`src/rtl/exp6_fluxo_dados_if.sv`:
```
// Control/status bundle between the exp6 control FSM (master) and its datapath (slave).
interface exp6_fluxo_dados_if;
  logic       zeraCR;
  logic       contaCR;
  logic       zeraE;
  logic       contaE;
  logic       limpaRC;
  logic       registraRC;
  logic       zeraLeds;
  logic       registraLeds;
  logic       contaT;
  logic [3:0] botoes;
  logic       led_selector;

  logic       jogada_correta;
  logic       enderecoIgualRodada;
  logic       fimC;
  logic       fimL;
  logic       jogada_feita;
  logic       db_tem_jogada;
  logic       timeout;
  logic [3:0] db_contagem;
  logic [3:0] db_memoria;
  logic [3:0] db_jogada;
  logic [3:0] db_rodada;
  logic [3:0] leds;

  modport master (
    output zeraCR, contaCR, zeraE, contaE, limpaRC, registraRC,
           zeraLeds, registraLeds, contaT, botoes, led_selector,
    input  jogada_correta, enderecoIgualRodada, fimC, fimL, jogada_feita,
           db_tem_jogada, timeout, db_contagem, db_memoria, db_jogada,
           db_rodada, leds
  );

  modport slave (
    input  zeraCR, contaCR, zeraE, contaE, limpaRC, registraRC,
           zeraLeds, registraLeds, contaT, botoes, led_selector,
    output jogada_correta, enderecoIgualRodada, fimC, fimL, jogada_feita,
           db_tem_jogada, timeout, db_contagem, db_memoria, db_jogada,
           db_rodada, leds
  );
endinterface

```
`src/rtl/exp6_fluxo_dados.sv`:
```
// Datapath of the exp6 sequence-memory game: counters, sequence ROM, play/LED registers,
// button edge detector and play timeout. Define TIMEOUT_EN to build the timeout timer.
module exp6_fluxo_dados #(
  parameter int unsigned TIMEOUT_CYCLES = 3000
) (
  input logic               clock,
  input logic               reset,
  exp6_fluxo_dados_if.slave bus
);

  logic [3:0] cr;
  logic [3:0] e;
  logic [3:0] rc;
  logic [3:0] led_reg;
  logic [3:0] rom_data;
  logic [3:0] led_mux;
  logic       p_now;
  logic       p_prev;

  // Round counter
  always_ff @(posedge clock) begin
    if (reset)            cr <= '0;
    else if (bus.zeraCR)  cr <= '0;
    else if (bus.contaCR) cr <= cr + 4'd1;
  end

  // Address / play counter
  always_ff @(posedge clock) begin
    if (reset)           e <= '0;
    else if (bus.zeraE)  e <= '0;
    else if (bus.contaE) e <= e + 4'd1;
  end

  // Play register
  always_ff @(posedge clock) begin
    if (reset)               rc <= '0;
    else if (bus.limpaRC)    rc <= '0;
    else if (bus.registraRC) rc <= bus.botoes;
  end

  // Sequence ROM, asynchronous read
  always_comb begin
    rom_data = 4'b0001;
    case (e)
      4'h0: rom_data = 4'b0001;
      4'h1: rom_data = 4'b0010;
      4'h2: rom_data = 4'b0100;
      4'h3: rom_data = 4'b1000;
      4'h4: rom_data = 4'b0100;
      4'h5: rom_data = 4'b0010;
      4'h6: rom_data = 4'b0001;
      4'h7: rom_data = 4'b0001;
      4'h8: rom_data = 4'b0010;
      4'h9: rom_data = 4'b0010;
      4'hA: rom_data = 4'b0100;
      4'hB: rom_data = 4'b0100;
      4'hC: rom_data = 4'b1000;
      4'hD: rom_data = 4'b1000;
      4'hE: rom_data = 4'b0001;
      4'hF: rom_data = 4'b0100;
      default: rom_data = 4'b0001;
    endcase
  end

  // LED register fed by ROM data or the raw buttons
  assign led_mux = bus.led_selector ? rom_data : bus.botoes;

  always_ff @(posedge clock) begin
    if (reset)                 led_reg <= '0;
    else if (bus.zeraLeds)     led_reg <= '0;
    else if (bus.registraLeds) led_reg <= led_mux;
  end

  // Button press detector: pulse only on the idle -> pressed transition
  assign p_now = |bus.botoes;

  always_ff @(posedge clock) begin
    if (reset) p_prev <= 1'b0;
    else       p_prev <= p_now;
  end

`ifdef TIMEOUT_EN
  localparam int unsigned TW = (TIMEOUT_CYCLES > 1) ? $clog2(TIMEOUT_CYCLES) : 1;
  localparam logic [TW-1:0] T_LAST = TW'(TIMEOUT_CYCLES - 1);

  logic [TW-1:0] t_cnt;

  // Saturates at the last count so timeout stays asserted while contaT is held
  always_ff @(posedge clock) begin
    if (reset)                t_cnt <= '0;
    else if (!bus.contaT)     t_cnt <= '0;
    else if (t_cnt != T_LAST) t_cnt <= t_cnt + TW'(1);
  end

  assign bus.timeout = bus.contaT && (t_cnt == T_LAST);
`else
  logic unused_contat;
  assign unused_contat = bus.contaT;
  assign bus.timeout   = 1'b0;
`endif

  assign bus.jogada_correta      = (rom_data == rc);
  assign bus.enderecoIgualRodada = (e == cr);
  assign bus.fimC                = (e == 4'hF);
  assign bus.fimL                = (cr == 4'hF);
  assign bus.jogada_feita        = p_now & ~p_prev;
  assign bus.db_tem_jogada       = p_now;
  assign bus.db_contagem         = e;
  assign bus.db_memoria          = rom_data;
  assign bus.db_jogada           = rc;
  assign bus.db_rodada           = cr;
  assign bus.leds                = led_reg;

endmodule

```
`src/flat_wrapper.sv`:
```
// flat-port wrapper written by rule: the top's interface ports become plain ports
module exp6_fluxo_dados_flat 
#(
  parameter int unsigned TIMEOUT_CYCLES = 3000
)
  (clock, reset, bus_zeraCR, bus_contaCR, bus_zeraE, bus_contaE, bus_limpaRC, bus_registraRC, bus_zeraLeds, bus_registraLeds, bus_contaT, bus_botoes, bus_led_selector, bus_jogada_correta, bus_enderecoIgualRodada, bus_fimC, bus_fimL, bus_jogada_feita, bus_db_tem_jogada, bus_timeout, bus_db_contagem, bus_db_memoria, bus_db_jogada, bus_db_rodada, bus_leds);
  exp6_fluxo_dados_if bus_i ();
  input logic clock;
  input logic reset;
  input wire logic [$bits(bus_i.zeraCR)-1:0] bus_zeraCR;
  input wire logic [$bits(bus_i.contaCR)-1:0] bus_contaCR;
  input wire logic [$bits(bus_i.zeraE)-1:0] bus_zeraE;
  input wire logic [$bits(bus_i.contaE)-1:0] bus_contaE;
  input wire logic [$bits(bus_i.limpaRC)-1:0] bus_limpaRC;
  input wire logic [$bits(bus_i.registraRC)-1:0] bus_registraRC;
  input wire logic [$bits(bus_i.zeraLeds)-1:0] bus_zeraLeds;
  input wire logic [$bits(bus_i.registraLeds)-1:0] bus_registraLeds;
  input wire logic [$bits(bus_i.contaT)-1:0] bus_contaT;
  input wire logic [$bits(bus_i.botoes)-1:0] bus_botoes;
  input wire logic [$bits(bus_i.led_selector)-1:0] bus_led_selector;
  output wire logic [$bits(bus_i.jogada_correta)-1:0] bus_jogada_correta;
  output wire logic [$bits(bus_i.enderecoIgualRodada)-1:0] bus_enderecoIgualRodada;
  output wire logic [$bits(bus_i.fimC)-1:0] bus_fimC;
  output wire logic [$bits(bus_i.fimL)-1:0] bus_fimL;
  output wire logic [$bits(bus_i.jogada_feita)-1:0] bus_jogada_feita;
  output wire logic [$bits(bus_i.db_tem_jogada)-1:0] bus_db_tem_jogada;
  output wire logic [$bits(bus_i.timeout)-1:0] bus_timeout;
  output wire logic [$bits(bus_i.db_contagem)-1:0] bus_db_contagem;
  output wire logic [$bits(bus_i.db_memoria)-1:0] bus_db_memoria;
  output wire logic [$bits(bus_i.db_jogada)-1:0] bus_db_jogada;
  output wire logic [$bits(bus_i.db_rodada)-1:0] bus_db_rodada;
  output wire logic [$bits(bus_i.leds)-1:0] bus_leds;
  assign bus_i.zeraCR = bus_zeraCR;
  assign bus_i.contaCR = bus_contaCR;
  assign bus_i.zeraE = bus_zeraE;
  assign bus_i.contaE = bus_contaE;
  assign bus_i.limpaRC = bus_limpaRC;
  assign bus_i.registraRC = bus_registraRC;
  assign bus_i.zeraLeds = bus_zeraLeds;
  assign bus_i.registraLeds = bus_registraLeds;
  assign bus_i.contaT = bus_contaT;
  assign bus_i.botoes = bus_botoes;
  assign bus_i.led_selector = bus_led_selector;
  assign bus_jogada_correta = bus_i.jogada_correta;
  assign bus_enderecoIgualRodada = bus_i.enderecoIgualRodada;
  assign bus_fimC = bus_i.fimC;
  assign bus_fimL = bus_i.fimL;
  assign bus_jogada_feita = bus_i.jogada_feita;
  assign bus_db_tem_jogada = bus_i.db_tem_jogada;
  assign bus_timeout = bus_i.timeout;
  assign bus_db_contagem = bus_i.db_contagem;
  assign bus_db_memoria = bus_i.db_memoria;
  assign bus_db_jogada = bus_i.db_jogada;
  assign bus_db_rodada = bus_i.db_rodada;
  assign bus_leds = bus_i.leds;
  exp6_fluxo_dados #(.TIMEOUT_CYCLES(TIMEOUT_CYCLES)) u_core (.clock(clock), .reset(reset), .bus(bus_i));
endmodule
```
`config.mk`:
```
export PLATFORM = sky130hd
export DESIGN_NAME = exp6_fluxo_dados_flat
export DESIGN_NICKNAME = d
export VERILOG_FILES = /design/src/rtl/exp6_fluxo_dados_if.sv /design/src/rtl/exp6_fluxo_dados.sv /design/src/flat_wrapper.sv
export SDC_FILE = /design/constraint.sdc
export NUM_CORES = 1
export LEC_CHECK = 0
export BUFFER_PORTS_ARGS = -buffer_cell sky130_fd_sc_hd__buf_2
export CORE_ASPECT_RATIO = 1.75
export CORE_UTILIZATION = 45
export DETAILED_ROUTE_END_ITERATION = 16
export PLACE_DENSITY = 0.78
export SYNTH_ARGS = -nofsm -noshare
export SYNTH_HDL_FRONTEND = slang
export SYNTH_SLANG_ARGS = --single-unit
```
`constraint.sdc`:
```
create_clock -name clock -period 2 [get_ports clock]
set_input_delay 0.2 -clock clock [delete_from_list [all_inputs] [get_ports clock]]
set_output_delay 0.2 -clock clock [all_outputs]
set_load 0.01 [all_outputs]
```
# After elaboration in Yosys (flattened, before gate mapping)
# Memories as Yosys holds them, arrays and structs flattened. A register that Yosys moved wholly into a read port is not among the register bits.
# Index checks and enable logic that the tools add are counted.
word_totals:
  memories: 1
  rom_bits: 64
  register_bits: 17
  out_inout_bits: 27
  elab_cells: 22
  input_bits: 16
classes:
  add_sub_neg: 2
  mux: 3
  n_reduce_logical: 5
  eq_ne: 4
  n_bitwise: 2
memory_table:
  columns: ["name", "depth", "width", "read_ports", "rd_ports_with_merged_regs", "wr", "line", "rtl"]
  rows:
  - ["(no name shown)", 16, 4, 1, 1, 0, "exp6_fluxo_dados.sv:44", "case (e)"]
op_table:
  columns: ["cell", "count"]
  rows:
  - ["$mux 4", 3]
  - ["$add 4x1->4 const B", 2]
  - ["$eq 4x4->1", 2]
  - ["$eq 4x4->1 const B", 2]
  - ["$reduce_or 2->1", 4]
  - ["$reduce_or 4->1", 1]
  - ["$and 1x1->1", 1]
  - ["$not 1->1", 1]

# Logic depth before layout (Yosys ltp)
logic_depth:
  ltp_word: 3
  depth_mapped: 5
  depth_no_buf: 5

# Worst setup path after synthesis
# Ideal clock, no wire load.
synth_path:
  path_type: "reg2reg"
  startpoint: "reg u_core.e[1], in the netlist u_core.bus.db_contagem[1]"
  endpoint: "reg u_core.bus.db_memoria[0] (netlist name)"
  slack_ns: 0.457
  t_arrival_ns: 1.423
  period_less_slack_ns: 1.543
  required_ns: 1.880
  path_buffers: 0
  stages_incl_launch_ff: 6
  setup_ns: 0.120
  path_cell_list: "dfxtp_1 ha_1 nand2_1 xor2_2 mux2i_1 a211o_1"
synth_via:
  elab_chain_cells: 3
synth_rtl:
  columns: ["item", "line", "rtl"]
  rows:
  - ["start, declared", "exp6_fluxo_dados.sv:12", "logic [3:0] e;"]
  - ["start signal, assigned", "exp6_fluxo_dados.sv:31", "else if (bus.contaE) e <= e + 4'd1;"]
  - ["$add 4x1->4", "exp6_fluxo_dados.sv:31", null]
  - ["$mux 4 (no line) (*) (2 in series)", null, null]
# Mark *: on every way between the ends. The rest lies on a longest branch, timed or not.
# A chain may end at the register's enable or synchronous reset.

# Worst setup path after layout
layout_path:
  startpoint: "reg u_core.e[1], in the netlist u_core.bus.db_contagem[1]"
  endpoint: "reg u_core.bus.db_memoria[1] (netlist name)"
layout_via:
  elab_chain_cells: 3
layout_rtl:
  columns: ["item", "line"]
  rows:
  - ["$add 4x1->4", "exp6_fluxo_dados.sv:31"]
  - ["$mux 4 (no line) (*) (2 in series)", null]
# Marked as above.

==> qor.txt <==
==========================================================================================
Final number of hold-violating endpoints ....................................            0
Required @ worst endpoint ...................................................      2.19 ns
First-pass GRT wire length .................................................. 3390 microns
Total nets after synthesis ..................................................          129
Number of synthesized register bits .........................................           21
Net switching power .........................................................   0.000186 W
Largest fanout on the critical path .........................................            8
Setup TNS ...................................................................         0 ns
Clock tree from TritonCTS ...................................................        built
Met1 routed wirelength after detailed routing ...............................  869 microns
Wire length after detailed routing .......................................... 2190 microns
Proportion of synthesized flip-flops having asynchronous set or reset .......           0%
Max Clock Freq ..............................................................      586 MHz
Post-Synthesis Cells ........................................................          111
Mapped cell area ............................................................ 0.00105 sq mm
Transition time at the pin with the least slew margin .......................     0.531 ns
Average cell area after synthesis ...........................................   9.45 sq um
Cell type with the largest total area after synthesis .......................      dfxtp_1
H-tree levels ...............................................................            1
Critical register-to-register path startpoint ............................... u_core.bus.db_contagem[1]
Clock tree root driver cell .................................................     clkbuf_4
Top cell types by occurrence after synthesis ................................ 21 x dfxtp_1, 14 x nor2_1, 11 x xor2_1
Unrepaired setup endpoints after global routing .............................           no
Combinational cell fraction of total power ..................................        15.2%
Resized cells post-CTS ......................................................            0
Global-route usage over all layers ..........................................        18.3%
IO Count ....................................................................           43
Area of combinational cells with multiple inputs ............................    582 sq um
Met3 routed wirelength ......................................................  118 microns
Count of unique library cells instantiated by Yosys .........................           31
Via density .................................................................         5.47
Internal Dissipation ........................................................   0.000559 W
Capturing element type of the critical path .................................    flip-flop
Part of the Yosys area used for sequential elements .........................        40.1%
Maximum clock path buffer count .............................................            2
Total placed cells including tap cells ......................................          169
Sequential cell area in the final layout ....................................    420 sq um
Number of buffers created by CTS ............................................            3
Top FF cell, synth ..........................................................      dfxtp_1
EDFF count, synth ...........................................................            0
Routed length per instance .................................................. 12.7 microns
Relative slew slack .........................................................        64.2%
Cell types with the largest area share after synthesis ...................... dfxtp_1 40%, mux2i_1 9.5%, xor2_1 9.2%, nor2_1 5.0%, nor3_1 4.3%
Placer Congestion ...........................................................        0.797
Count of TritonRoute iterations in the first routing pass ...................            3
Launching instance or port of the critical path ............................. u_core.bus.db_contagem[1]
Total number of vias ........................................................          947
Static leakage ..............................................................     0.644 nW
Drc violations ..............................................................            0
Portion of synthesized cell area occupied by the leading cell type ..........        40.1%
Layout filler cell count ....................................................          204
Congestion Overflow GR ......................................................            0
Number of setup violations in the final report ..............................            0
Final critical-path share of the clock period ...............................        85.4%
Number of standard cells in the final layout excluding fillers ..............          173
Height of the die ........................................................... 65.9 microns
Metal2 WL ................................................................... 1170 microns
Initial core utilization ....................................................        48.8%
Yosys warning total .........................................................            0
Pins Over Slew Limit ........................................................            0
Total power after layout ....................................................   0.000745 W
CP Data Arrival Time ........................................................      1.90 ns
P&R area growth vs syn ......................................................        21.5%
Ant. Diodes .................................................................            0
Maximum number of pins on one net before global-route repair ................           16
HPWL after detailed placement ............................................... 1740 microns
DRC marker count from the first detailed-route iteration ....................           10
Critical path launch point type .............................................    flip-flop
Number of nets at the end of the flow .......................................          168
Startpoint of the most critical hold path ...................................  bus_limpaRC
DIE AREA .................................................................... 0.00253 sq mm
Register share of total power ...............................................        59.4%
Insertion delay to the later sink of the worst-skew pair ....................      0.29 ns
Number of global-route vias before repair ...................................          833
Clk sink count ..............................................................           21
Kind of critical path .......................................................      reg2reg
Status ...................................................................... finished, final reports clean
Most frequent cell after synthesis ..........................................      dfxtp_1
Worst-case setup slack after placement ......................................     0.306 ns
Cell Pwr Density ............................................................  585 mW/mm^2
Topmost layer with routed signal wires ......................................         met4
Clock edge transition at the registers on the reported setup and hold paths .      0.10 ns
Die width ................................................................... 38.5 microns
Standard-cell row count .....................................................           22
Port buffer count ...........................................................           40
Final WS setup ..............................................................     0.293 ns
Min Clock Period, post-route ................................................      1.71 ns
Clock network fraction of total power .......................................        25.4%
Class of the tightest hold or removal check .................................       in2reg
Post-Route Skew .............................................................   0.00183 ns
Share of layout cells above drive strength 1 ................................        32.2%
Setup fix buffers added after clock tree synthesis ..........................            0
Switching share of power ....................................................        24.9%
Antenna-violating nets left .................................................            0
Largest vdd supply drop .....................................................       466 uV
Area of the core region ..................................................... 0.00215 sq mm
Maxcap violations ...........................................................            0
Antenna violations before repair ............................................            0
Number of buffers added to fix hold violations after cts ....................            0
==========================================================================================
## per-stage QoR
stage / hold slack [ns] / area [sq um] / util [%]
after global routing: 0.0925 / 1270 / 59.3
after CTS: 0.101 / 1270 / 59.3
final: 0.111 / 1270 / 59.3
after floorplan: 0.277 / 1050 / -
after detailed placement: 0.421 / 1250 / 58.1
after global placement: 0.408 / 1250 / 58.1
## critical path: stages, from the launching register on
cell and delay (ns):
dfxtp_1 0.49, ha_1 0.24, nand2_1 0.09, xor2_2 0.33
nor2_1 0.11, a2111oi_2 0.35
## final timing paths
path / endpoint / slack, ns / cells after the start
max: u_core.bus.db_memoria[1] / 0.29 / 5
min: u_core.bus.db_jogada[1] / 0.11 / 2
max reg2reg: u_core.bus.db_memoria[1] / 0.29 / 5
min reg2reg: u_core.bus.leds[1] / 0.50 / 2
## registers in the layout, summed over array words and instances (netlist names)
| signal | cells |
|---|---|
| u_core.bus.db_rodada | 4 |
| u_core.p_prev | 1 |
| u_core.bus.leds | 4 |
| u_core.bus.db_jogada | 4 |
| u_core.bus.db_memoria | 4 |
| u_core.bus.db_contagem | 4 |
## metal layers
metal | GRT usage (%) | vias up
met5 | 0 | -
met4 | 5.60 | 0
met3 | 3.37 | 4
met2 | 35.4 | 33
met1 | 18.1 | 446
li1 | - | 464
## power groups by stage
stage,Clock (W),Combinational [W],Sequential [W]
after floorplan,0,0.0000656,0.000455
after global routing,0.000221,0.000126,0.000445
after detailed placement,0,0.000114,0.000452
after global placement,0,0.000110,0.000451
after CTS,0.000197,0.000114,0.000443
final,0.000189,0.000114,0.000443
## final cells by class
class,count,area share (%)
well taps,24,2.36
repair buffers,41,16.3
inverters,2,0.589
clock buffers,4,2.06
multi-input cells,81,45.7
flip-flops and latches,21,33.0
## cells in the final DEF (no fill, tap or decap), drive strengths merged
cell,count
a2111oi,5
a211o,1
a21oi,1
a41o,1
and3,2
buf,41
clkbuf,4
conb,1
dfxtp,21
ha,2
inv,2
mux2i,11
nand2,5
nand3,2
nand4,2
nand4b,1
nor2,14
nor2b,1
nor3,9
nor4,4
o211ai,1
o21ai,1
or2,1
or3b,1
xnor2,2
xor2,13
## kinds of logic (layout without fill, tap and decap cells)
family	after synthesis	in the layout	share of synthesized area (%)
other	1	1	0.358
AOI/OAI and AO/OA	10	10	8.23
and+or+nand+nor	42	42	19.7
adders and majority gates	2	2	2.39
DFF	21	21	40.1
buffers and inverters	9	47	4.41
muxes	11	11	10.9
xor gates and xnor gates	15	15	14.0
Power figures use the tool's default switching activity.
